[src/rtl/panda_pcap_buf.sv]
// Position-capture buffer: latches posn_i into a FIFO on trigger rising edges while armed,
// and drains it over a valid/ready stream. Define PCAP_TIMESTAMP_EN to add a per-capture timestamp (ts_o).
module panda_pcap_buf #(
    parameter int FIFO_AW = 4
) (
    input  logic        clk_i,
    input  logic        reset_i,
    input  logic        enable_i,
    input  logic        trig_i,
    input  logic [31:0] posn_i,
    input  logic [31:0] MAX_NUM,
    output logic [31:0] data_o,
    output logic        data_valid_o,
    input  logic        data_ready_i,
    output logic        act_o,
    output logic        err_o,
    output logic [31:0] count_o
`ifdef PCAP_TIMESTAMP_EN
    ,
    output logic [31:0] ts_o
`endif
);

    localparam int L_DEPTH = 2 ** FIFO_AW;
`ifdef PCAP_TIMESTAMP_EN
    localparam int L_FW = 64;
`else
    localparam int L_FW = 32;
`endif
    localparam logic [FIFO_AW:0]   L_FULL    = (FIFO_AW + 1)'(L_DEPTH);
    localparam logic [FIFO_AW:0]   L_OCC_ONE = (FIFO_AW + 1)'(1);
    localparam logic [FIFO_AW-1:0] L_PTR_ONE = FIFO_AW'(1);

    typedef enum logic [1:0] {
        S_IDLE,
        S_ACTIVE,
        S_DONE,
        S_ERROR
    } state_t;

    state_t             r_state;
    logic               r_enable_prev;
    logic               r_trig_prev;
    logic               r_act;
    logic               r_err;
    logic [31:0]        r_count;
    logic [FIFO_AW-1:0] r_wr_ptr;
    logic [FIFO_AW-1:0] r_rd_ptr;
    logic [FIFO_AW:0]   r_occ;
    logic [L_FW-1:0]    r_mem [L_DEPTH];
`ifdef PCAP_TIMESTAMP_EN
    logic [31:0]        r_ts;
`endif

    logic               w_arm;
    logic               w_capture;
    logic               w_full;
    logic               w_empty;
    logic               w_read;
    logic               w_overflow;
    logic               w_write;
    logic               w_max_hit;
    logic [31:0]        w_count_inc;
    logic [L_FW-1:0]    w_wdata;
    logic [L_FW-1:0]    w_rdata;

    assign w_arm       = enable_i & ~r_enable_prev;
    assign w_capture   = (r_state == S_ACTIVE) & trig_i & ~r_trig_prev;
    assign w_full      = (r_occ == L_FULL);
    assign w_empty     = (r_occ == '0);
    assign w_read      = ~w_empty & data_ready_i;
    // A full FIFO still accepts a capture if the head leaves in the same cycle.
    assign w_overflow  = w_capture & w_full & ~w_read;
    assign w_write     = w_capture & ~w_overflow;
    assign w_count_inc = r_count + 32'd1;
    assign w_max_hit   = w_write & (MAX_NUM != 32'd0) & (w_count_inc == MAX_NUM);

`ifdef PCAP_TIMESTAMP_EN
    assign w_wdata = {r_ts, posn_i};
`else
    assign w_wdata = posn_i;
`endif

    assign w_rdata      = r_mem[r_rd_ptr];
    assign data_valid_o = ~w_empty;
    assign data_o       = w_empty ? 32'd0 : w_rdata[31:0];
`ifdef PCAP_TIMESTAMP_EN
    assign ts_o         = w_empty ? 32'd0 : w_rdata[63:32];
`endif
    assign act_o        = r_act;
    assign err_o        = r_err;
    assign count_o      = r_count;

    // Storage is not reset; the occupancy count alone decides what is valid.
    always_ff @(posedge clk_i) begin
        if (w_write) begin
            r_mem[r_wr_ptr] <= w_wdata;
        end
    end

    always_ff @(posedge clk_i) begin
        if (!reset_i) begin
            r_state       <= S_IDLE;
            r_enable_prev <= 1'b0;
            r_trig_prev   <= 1'b0;
            r_act         <= 1'b0;
            r_err         <= 1'b0;
            r_count       <= 32'd0;
            r_wr_ptr      <= '0;
            r_rd_ptr      <= '0;
            r_occ         <= '0;
`ifdef PCAP_TIMESTAMP_EN
            r_ts          <= 32'd0;
`endif
        end else begin
            r_enable_prev <= enable_i;
            r_trig_prev   <= w_arm ? 1'b0 : trig_i;

            if (w_arm) begin
                // Arming flushes the FIFO, overriding any read this cycle.
                r_state  <= S_ACTIVE;
                r_act    <= 1'b1;
                r_err    <= 1'b0;
                r_count  <= 32'd0;
                r_wr_ptr <= '0;
                r_rd_ptr <= '0;
                r_occ    <= '0;
`ifdef PCAP_TIMESTAMP_EN
                r_ts     <= 32'd0;
`endif
            end else begin
                if (w_write) begin
                    r_wr_ptr <= r_wr_ptr + L_PTR_ONE;
                    r_count  <= w_count_inc;
                end
                if (w_read) begin
                    r_rd_ptr <= r_rd_ptr + L_PTR_ONE;
                end
                case ({w_write, w_read})
                    2'b10:   r_occ <= r_occ + L_OCC_ONE;
                    2'b01:   r_occ <= r_occ - L_OCC_ONE;
                    default: r_occ <= r_occ;
                endcase

                case (r_state)
                    S_ACTIVE: begin
`ifdef PCAP_TIMESTAMP_EN
                        r_ts <= r_ts + 32'd1;
`endif
                        if (w_overflow) begin
                            r_state <= S_ERROR;
                            r_act   <= 1'b0;
                            r_err   <= 1'b1;
                        end else if (w_max_hit || !enable_i) begin
                            r_state <= S_DONE;
                            r_act   <= 1'b0;
                        end
                    end
                    default: begin
                        r_state <= r_state;
                    end
                endcase
            end
        end
    end

endmodule

[config.mk]
export PLATFORM = sky130hd
export DESIGN_NAME = panda_pcap_buf
export DESIGN_NICKNAME = d
export VERILOG_FILES = /design/src/rtl/panda_pcap_buf.sv
export SDC_FILE = /design/constraint.sdc
export NUM_CORES = 1
export LEC_CHECK = 0
export CAP_MARGIN = 20
export CELL_PAD_IN_SITES_DETAIL_PLACEMENT = 0
export CELL_PAD_IN_SITES_GLOBAL_PLACEMENT = 1
export CORE_MARGIN = 1.5
export CORE_UTILIZATION = 33
export DETAILED_ROUTE_END_ITERATION = 8
export PLACE_DENSITY = 0.65
export SLEW_MARGIN = 20
export SYNTH_ARGS = -nofsm -noshare
export SYNTH_HDL_FRONTEND = slang
export SYNTH_SLANG_ARGS = --single-unit
export TNS_END_PERCENT = 20
[constraint.sdc]
create_clock -name clk_i -period 4.89 [get_ports clk_i]
set_clock_uncertainty 0.2 [all_clocks]
set_input_delay 0.978 -clock clk_i [delete_from_list [all_inputs] [get_ports clk_i]]
set_output_delay 0.978 -clock clk_i [all_outputs]
set_load 0.01 [all_outputs]
; Word level (Yosys, flattened, before mapping)
; Memories as Yosys holds them, arrays and structs flattened. A register that Yosys moved wholly into a read port is not among the register bits.
; Cells that the tools add are included.
[totals]
register_bits = 51
latch_bits = 0
mem_bits_rw = 512
romBits = 0
input_bits = 69
word_cells = 62
mem_count = 1
[memory_table]
columns = memory, depth, width, rd, rd_clocked_by_memory_dff, write_ports, line_no
row1 = r_mem, 16, 32, 1, 1, 1, 50  ; logic [L_FW-1:0] r_mem [L_DEPTH];
[classes]
n_addsub = 5
mul = 0
div = 0
order_cmp = 0
eq_ne = 5
n_shift = 0
muxes = 14
bitwise = 15
reduce_logical = 12
[ops]
columns = op, count
row1 = 32-bit by 1-bit adder with 32-bit output (second input constant), 1
row2 = 32-bit equality test, 1
row3 = 32-bit 2-to-1 mux, 1
row4 = 32-bit nonzero test, 1
row5 = 5-bit one-hot mux with 2 select lines, 1
row6 = 1-bit AND, 9
row7 = 4-bit by 1-bit adder with 4-bit output (second input constant), 2
row8 = 1-bit 2-to-1 mux, 8
row9 = 4-bit 2-to-1 mux, 2
row10 = 1-bit inverter, 6
row11 = 2-bit AND reduction, 3
row12 = 2-bit nonzero test, 3
row13 = 5-bit by 1-bit adder with 5-bit output (second input constant), 1
row14 = 5-bit equality test (second input constant), 1
row15 = 5-bit zero test, 1
row16 = 5-bit by 1-bit subtractor with 5-bit output (second input constant), 1
row17 = 2-bit by 1-bit equality test with 1-bit output (second input constant), 2
row18 = 2-bit 2-to-1 mux, 2
row19 = 3-bit nonzero test, 1
row20 = 2-bit equality test (second input constant), 1
row21 = 2-bit OR reduction, 1
row22 = 1-bit zero test, 1
row23 = 1-bit logical OR, 1

; Longest topological paths before layout
; Gate-level depths: netlist of run 1.
[logic_depth]
ltp_word = 14
ltp_mapped = 10
mapped_depth_nobuf = 10

; Worst setup path after synthesis of run 1
; No wires, ideal clock.
[synth_timing]
path_type = register to output
from = reg (tool-made name)
to = out data_o[11]
t_arrival_ns = 2.556
path_slack_ns = 1.156
path_stages_with_launch = 6
path_buffers = 2
cell_sequence = dfxtp_1 > clkbuf_1 > buf_1 > mux4_2 > mux4_2 > and2_1
[synth_lines]
columns = item, line_no
row1 = "end, declared", 12  ; output logic [31:0] data_o,

==> results of run 1 <==
how the worst min path moves through the flow:
stage	startpoint	end	slack, ns	cells past startpoint
5_1_grt	err_o$_SDFFE_PP0P_	err_o$_SDFFE_PP0P_	0.29	2
4_1_cts	err_o$_SDFFE_PP0P_	err_o$_SDFFE_PP0P_	0.25	2
3_3_place_gp	err_o$_SDFFE_PP0P_	err_o$_SDFFE_PP0P_	0.25	2
6_report	err_o$_SDFFE_PP0P_	err_o$_SDFFE_PP0P_	0.25	2
2_1_floorplan	r_rd_ptr[3]$_SDFFE_PP0P_	register	0.26	2
3_5_place_dp	err_o$_SDFFE_PP0P_	err_o$_SDFFE_PP0P_	0.24	2
flip-flops by register name, summed over array words and instances (netlist names), named ones only:
signal and count:
r_trig_prev 1, r_enable_prev 1, r_state 2, err_o 1, r_occ 5, r_mem 512, count_o 32, r_wr_ptr 4
r_rd_ptr 4, act_o 1
tightest hold or removal path, cell delays in order (launching register included):
cell	delay, ns
dfxtp_1	0.31
inv_1	0.05
a21oi_1	0.05
power groups by stage:
stage	registers, W	logic, W	clock network [W]
after global placement	0.00541	0.000537	0
after global routing	0.00531	0.000583	0.00475
after detailed placement	0.00542	0.000547	0
after floorplan	0.00541	0.000272	0
after CTS	0.00531	0.000548	0.00458
final	0.00531	0.000535	0.00447
synth_stat cells, drive strengths merged, types with 9 or more instances:
cell type    n  area, µm²
o21ai       10       50.1
xnor2       48        420
nor3        11       55.1
nand2       30        113
and2        49        307
nor2        58        218
nand4       22        150
mux4       160       3600
nor4        13       81.3
and3        14       87.6
nand3       20        113
and4        13        115
edfxtp     512      15400
dfxtp       55       1100
ha           9        113
clkbuf      43        161
buf         22       96.4
xor2        30        263
a21oi       16       80.1
inv         14       52.6
cells by family after synthesis:
kind of cell    after synthesis
mux                         162
compound gates               60
xor+xnor                     78
fa+ha+maj                    10
buf+inv                      79
flops                       567
simple gates                254
per-layer routing:
layer / vias to the layer above / track usage (%)
met1: 6356 / 20.7
met5: - / 0
met4: 12 / 3.29
li1: 5236 / -
met3: 78 / 3.13
met2: 354 / 24.9
per-stage QoR:
| stage | instance area [µm²] | total power (W) | setup WS, ns | instances |
|---|---|---|---|---|
| 2_1_floorplan | 23100 | 0.00568 | 1.16 | 1210 |
| 3_3_place_gp | 25700 | 0.00595 | 0.886 | 2243 |
| 3_5_place_dp | 25700 | 0.00596 | 0.860 | 2243 |
| 4_1_cts | 27700 | 0.0104 | 0.242 | 2351 |
| 5_1_grt | 27700 | 0.0106 | 0.162 | 2351 |
| 6_report | 27700 | 0.0103 | 0.331 | 2351 |
area by class of cell:
class                   instances  area (µm²)  area share [%]
well taps                     931        1160            4.21
clock buffers                  70        1520            5.49
flip-flops and latches        567       16500            59.6
repair buffers                167        1730            6.25
multi-input cells             564        6300            22.8
clock inverters                38         412            1.49
inverters                      14        52.6           0.190
placed cells by master (no fill, tap or decap), types with 4 or more instances in the layout:
| master | Yosys | routed |
|---|---|---|
| edfxtp_1 | 512 | 512 |
| mux4_2 | 160 | 160 |
| clkdlybuf4s50_1 | 0 | 135 |
| clkbuf_16 | 0 | 59 |
| nor2_1 | 58 | 58 |
| dfxtp_1 | 55 | 51 |
| xnor2_1 | 48 | 48 |
| and2_1 | 49 | 41 |
| xor2_1 | 30 | 30 |
| nand2_1 | 30 | 29 |
| buf_4 | 1 | 21 |
| nand4_1 | 20 | 20 |
| nand3_1 | 19 | 19 |
| a21oi_1 | 16 | 16 |
| inv_1 | 14 | 14 |
| clkinv_1 | 0 | 14 |
| nor4_1 | 13 | 13 |
| nor3_1 | 11 | 11 |
| clkinv_2 | 0 | 11 |
| clkbuf_1 | 43 | 11 |
| buf_12 | 0 | 11 |
| o21ai_0 | 10 | 10 |
| and3_1 | 14 | 10 |
| ha_1 | 9 | 9 |
| and2_2 | 0 | 8 |
| or3_1 | 8 | 8 |
| and4_1 | 12 | 8 |
| bufinv_16 | 0 | 7 |
| and4_2 | 1 | 5 |
| and3_2 | 0 | 4 |
| o22ai_1 | 4 | 4 |
==> results by group, run 1 <==
Critical path
  – WS Path Type: reg2out
  – Worst path buffer plus inverter count: 2
  – Setup slack, reg-to-reg: roughly 1.3 ns
  – Cell mode on critical path: mux4_2
  – WP data arrival: between 3 and 4 ns
  – Critical-path cell list: buf_4, mux4_2, mux4_2, and2_1, clkdlybuf4s50_1
  – Start of the worst register-to-register path: count_o[0]$_SDFFE_PP0P_
  – WP data required: roughly 3.7 ns
  – CP max FO: 31
  – Reg2reg path depth: 7
  – Crit path max-delay cell type: dfxtp_4
  – Worst path max stage delay: 0.70 ns
  – Delay-heaviest family, CP: buffers and inverters
  – Setup crit end kind: output port
  – Startpoint class of the critical path: register
  – End of the critical path: data_o[17]
  – WP depth: 5
  – R2R Path End: r_state[1]$_SDFFE_PP0P_

Power
  – Max VDD drop: approximately 260 µV
  – Power density over cell area: 373 nW/µm²
  – Sequential power share: approximately half
  – Sw Pwr: about 0.0022 W
  – Leakage power: around 8.4 nW
  – Clock power frac: between 40% and 50%
  – Internal: 0.00815 W
  – Net Sw Frac: between 20% and 30%
  – Combinational share of power: 5.2%

GRT
  – GRT Total Usage: 15.1%
  – Global-route wire length before repair: roughly 80000 µm
  – Largest net degree at the start of global routing: 45
  – Grt total ovfl: 0
  – Initial antenna violation count: 6
  – Vias in the first global route: between 10000 and 15000

Logic synthesis
  – Cell area after synthesis: between 20000 and 25000 µm²
  – Mapped Nets: around 1300
  – Post-synthesis cell type count: 60
  – Synth Area in Adders: less than 1%
  – Mux share of post-synthesis cell area: between 10% and 20%
  – Complex-gate fraction of the synthesized area: ~1.7%
  – Flops & latches, synth: 567
  – Cell count after synthesis: between 1000 and 1500
  – Mean post-synth cell area: ~19 µm²
  – XOR/XNOR share of the synthesized area: ~3.0%
  – EDFF count, synth: 512
  – Top_reg_cell synth: edfxtp_1
  – Post-Synth Simple-Gate Area: roughly 6.2%
  – Seq/Total Area, Yosys: between 70% and 80%
  – Warnings, synthesis: 0
  – Largest family of logic cells by synthesized area: multiplexers
  – Asr flop ratio synth: 0%

Drt
  – DR WL met3: about 3300 µm
  – DRT Wirelength: about 54000 µm
  – Met2 WL post-DR: approximately 26000 µm
  – Avg WL per Cell: between 20 and 25 µm
  – Vias per inst: 5.12
  – Drt drc: 0
  – WL met1: 23300 µm
  – Top sig layer: met5
  – DRT iter0 DRCs: between 900 and 1000
  – Vias: around 12000
  – Routed Antenna Nets: 0
  – First-pass detailed-route iteration total: 5

Run status
  – Status: finished clean

Clock network
  – Post-CTS Setup Bufs: 0
  – CTS tree: built
  – Max Root-Sink Buffers: 3
  – TritonCTS buffer count: slightly below 60
  – Worst-skew pair later-pin latency: between 0.6 and 0.7 ns
  – CTS sink cnt: approximately 570
  – Clk Tree Root Cell: clkbuf_16
  – Cts hold-fix bufs: 0
  – H-tree depth: 2
  – Post-CTS resize count: 0
  – Clock slew at reported path FFs: about 0.060 ns

Timing
  – Fin crit period: ~4.6 ns
  – Final Setup Violations: 0
  – Slew HR: around 32%
  – Slew @ Worst Pin: just over 1 ns
  – Period utilisation layout: 93.2%
  – RSZ-0062 raised after global routing: no
  – Hold_ws: between 0.2 and 0.25 ns
  – Max Fclk: 219 MHz
  – Final hold viol count: 0
  – Setup TNS: 0 ns
  – Final Max Slew Viols: 0

Hold path
  – Hold Path Class: reg2reg

Floorplan
  – Chip height: 267 µm
  – Die X: around 270 µm
  – Core Box Area: 68800 µm²
  – Io pins: ~140
  – # rows: between 90 and 100
  – Initial Util: 33.5%
  – Die area: approximately 71000 µm²

Cells and area
  – Final Util: around 40%
  – Number of antenna diodes: 0
  – Layout Area Growth over Synthesis: 20.0%
  – FILL cells: 6097
  – Total Nets Final: roughly 1500
  – Share of layout cells above drive strength 1: between 20% and 30%

Run
  – Maxcap violations: 0

Placement
  – Buffers on Ports: between 100 and 150
  – GP Congestion: between 0.8 and 0.9
  – Detail Placement HPWL: roughly 30000 µm
Note: power is estimated with default switching activity, not from simulation.
==> run 2, diff against run 1 <==
Settings changed: GPL_ROUTABILITY_DRIVEN from default to 0.
==> results of run 2 <==
The final DEF is identical to that of run 1; final timing and power are the same.
==> RTL change, RTL diff (config.mk and constraints of run 2) <==
Add a define of `PCAP_TIMESTAMP_EN`.
--- a/src/rtl/panda_pcap_buf.sv
+++ b/src/rtl/panda_pcap_buf.sv
@@ -1,4 +1,6 @@
 // Position-capture buffer: latches posn_i into a FIFO on trigger rising edges while armed,
 // and drains it over a valid/ready stream. Define PCAP_TIMESTAMP_EN to add a per-capture timestamp (ts_o).
+`define PCAP_TIMESTAMP_EN
+
 module panda_pcap_buf #(
     parameter int FIFO_AW = 4
Behaviour (old outputs only; new: ts_o): unchanged (equiv_simple and equiv_induct, registers matched by name and starting in step).
==> RTL change against run 2 <==
- sequential cell count is 544 higher
- design area grew 88%
- synthesized area increased by 89%
- power grew 95%
- sequential power rose by 94%
- routed wire length up 88%
- setup slack worse by 0.085 ns
- non-clock buffer count rose by 58
- critical path type unchanged
- critical endpoint is now ts_o[11]
==> RTL change: results (changes against run 2) <==
H-tree levels=3 (+1); Seq power=10.3 mW (+94%); Area contributors post-synth=edfxtp_1, mux4_2, dfxtp_1; Slowest cell on crit path=dfxtp_4; WP data arrival=3.47 ns (+0.09 ns); IO buf count=167 (+24%); asr flop ratio synth=0% (unchanged); Crit Reg-Reg Endpoint=r_occ[4]; Cell variety after synth=54 (-10%); Synth top cells by count=edfxtp_1, mux4_2, nor2_1, dfxtp_1, clkbuf_1; Power Combinational=0.778 mW (+45%); maximum fanout along the worst path=57 (+84%); Tightest Pin Transition=0.978 ns (-0.0363 ns); adder and majority gate portion of the synthesized area=0.333% (-0.24 points); post-synthesis cell count=2108 (+74%); DR vias/cell=5.04 (-1.5%); placed instance count=3972 (+77%); DR vias=21162 (+76%); compound-gate portion of the synthesized area=1.00% (-0.73 points); Leak=15.2 nW (+81%); status=completed; Achievable Freq=215 MHz (-1.8%); post-synthesis xor/xnor area fraction=2.01% (-0.95 points); Final nets=2420 (+67%); cell internal pwr=16.0 mW (+96%); worst reg2reg path startpoint=r_occ[0]; first-pass GRT wire length=150000 µm (+87%); Post-synth EDFFs=1024 (+100%); crit start category=flop; Area after DPL=48000 µm² (+87%); iteration-0 DRC count of the detailed router=1838 (+100%); CP endpoint=ts_o[11]; Hold Crit Start=r_rd_ptr[3]; fill cell count=11544 (+89%); Worst-Skew Late Latency=0.75 ns (+0.13 ns); max reg flops=1024 (+100%); drc violations=0 (unchanged); multiplexer share of the synthesized area=16.7% (+0.96 points); register area share after synthesis=74.5% (+3.1 points); R2R setup slack=1.11 ns (-0.16 ns); WL/cell=24.0 µm (+5.2%); pre-CTS setup slack=0.726 ns (-0.134 ns); CP max stage delay=0.73 ns (+0.03 ns); maximum vdd drop=0.326 mV (+24%); Reg2Reg Depth=10 (+3); Post-Layout Inst Area=52000 µm² (+88%); largest net degree at the start of global routing=81 (+80%); worst hold slack=0.289 ns (+0.0422 ns); HPWL Detailed=50800 µm (+67%); total CTS buffers=114 (+97%)
==> RTL change: changes by cell type in the layout (fill, tap and decap cells not counted), sizes merged, moves of 25 or more <==
cell | run 2 | this run
nand2 | 30 | 60
buf | 32 | 58
edfxtp | 512 | 1024
dfxtp | 55 | 87
clkinv | 27 | 58
nor2 | 58 | 101
clkdlybuf4s50 | 135 | 167
mux4 | 160 | 320
clkbuf | 70 | 131
xor2 | 30 | 55
==> RTL change: final cells by class <==
cell class	count	area share [%]
clock buffers	131	5.60
repair buffers	225	4.87
diodes	1	0.00481
well taps	1755	4.22
flip-flops and latches	1111	62.5
multi-input cells	877	20.7
inverters	11	0.0793
clock inverters	87	2.02
==> RTL change: routing by layer <==
| metal | global-route usage (%) | share of wire, % | up-vias |
|---|---|---|---|
| met3 | 2.99 | 5.3 | 146 |
| met5 | 0 | 0.041 | - |
| li1 | - | - | 9130 |
| met1 | 20.6 | 44 | 11268 |
| met4 | 3.66 | 2.0 | 6 |
| met2 | 24.6 | 49 | 612 |
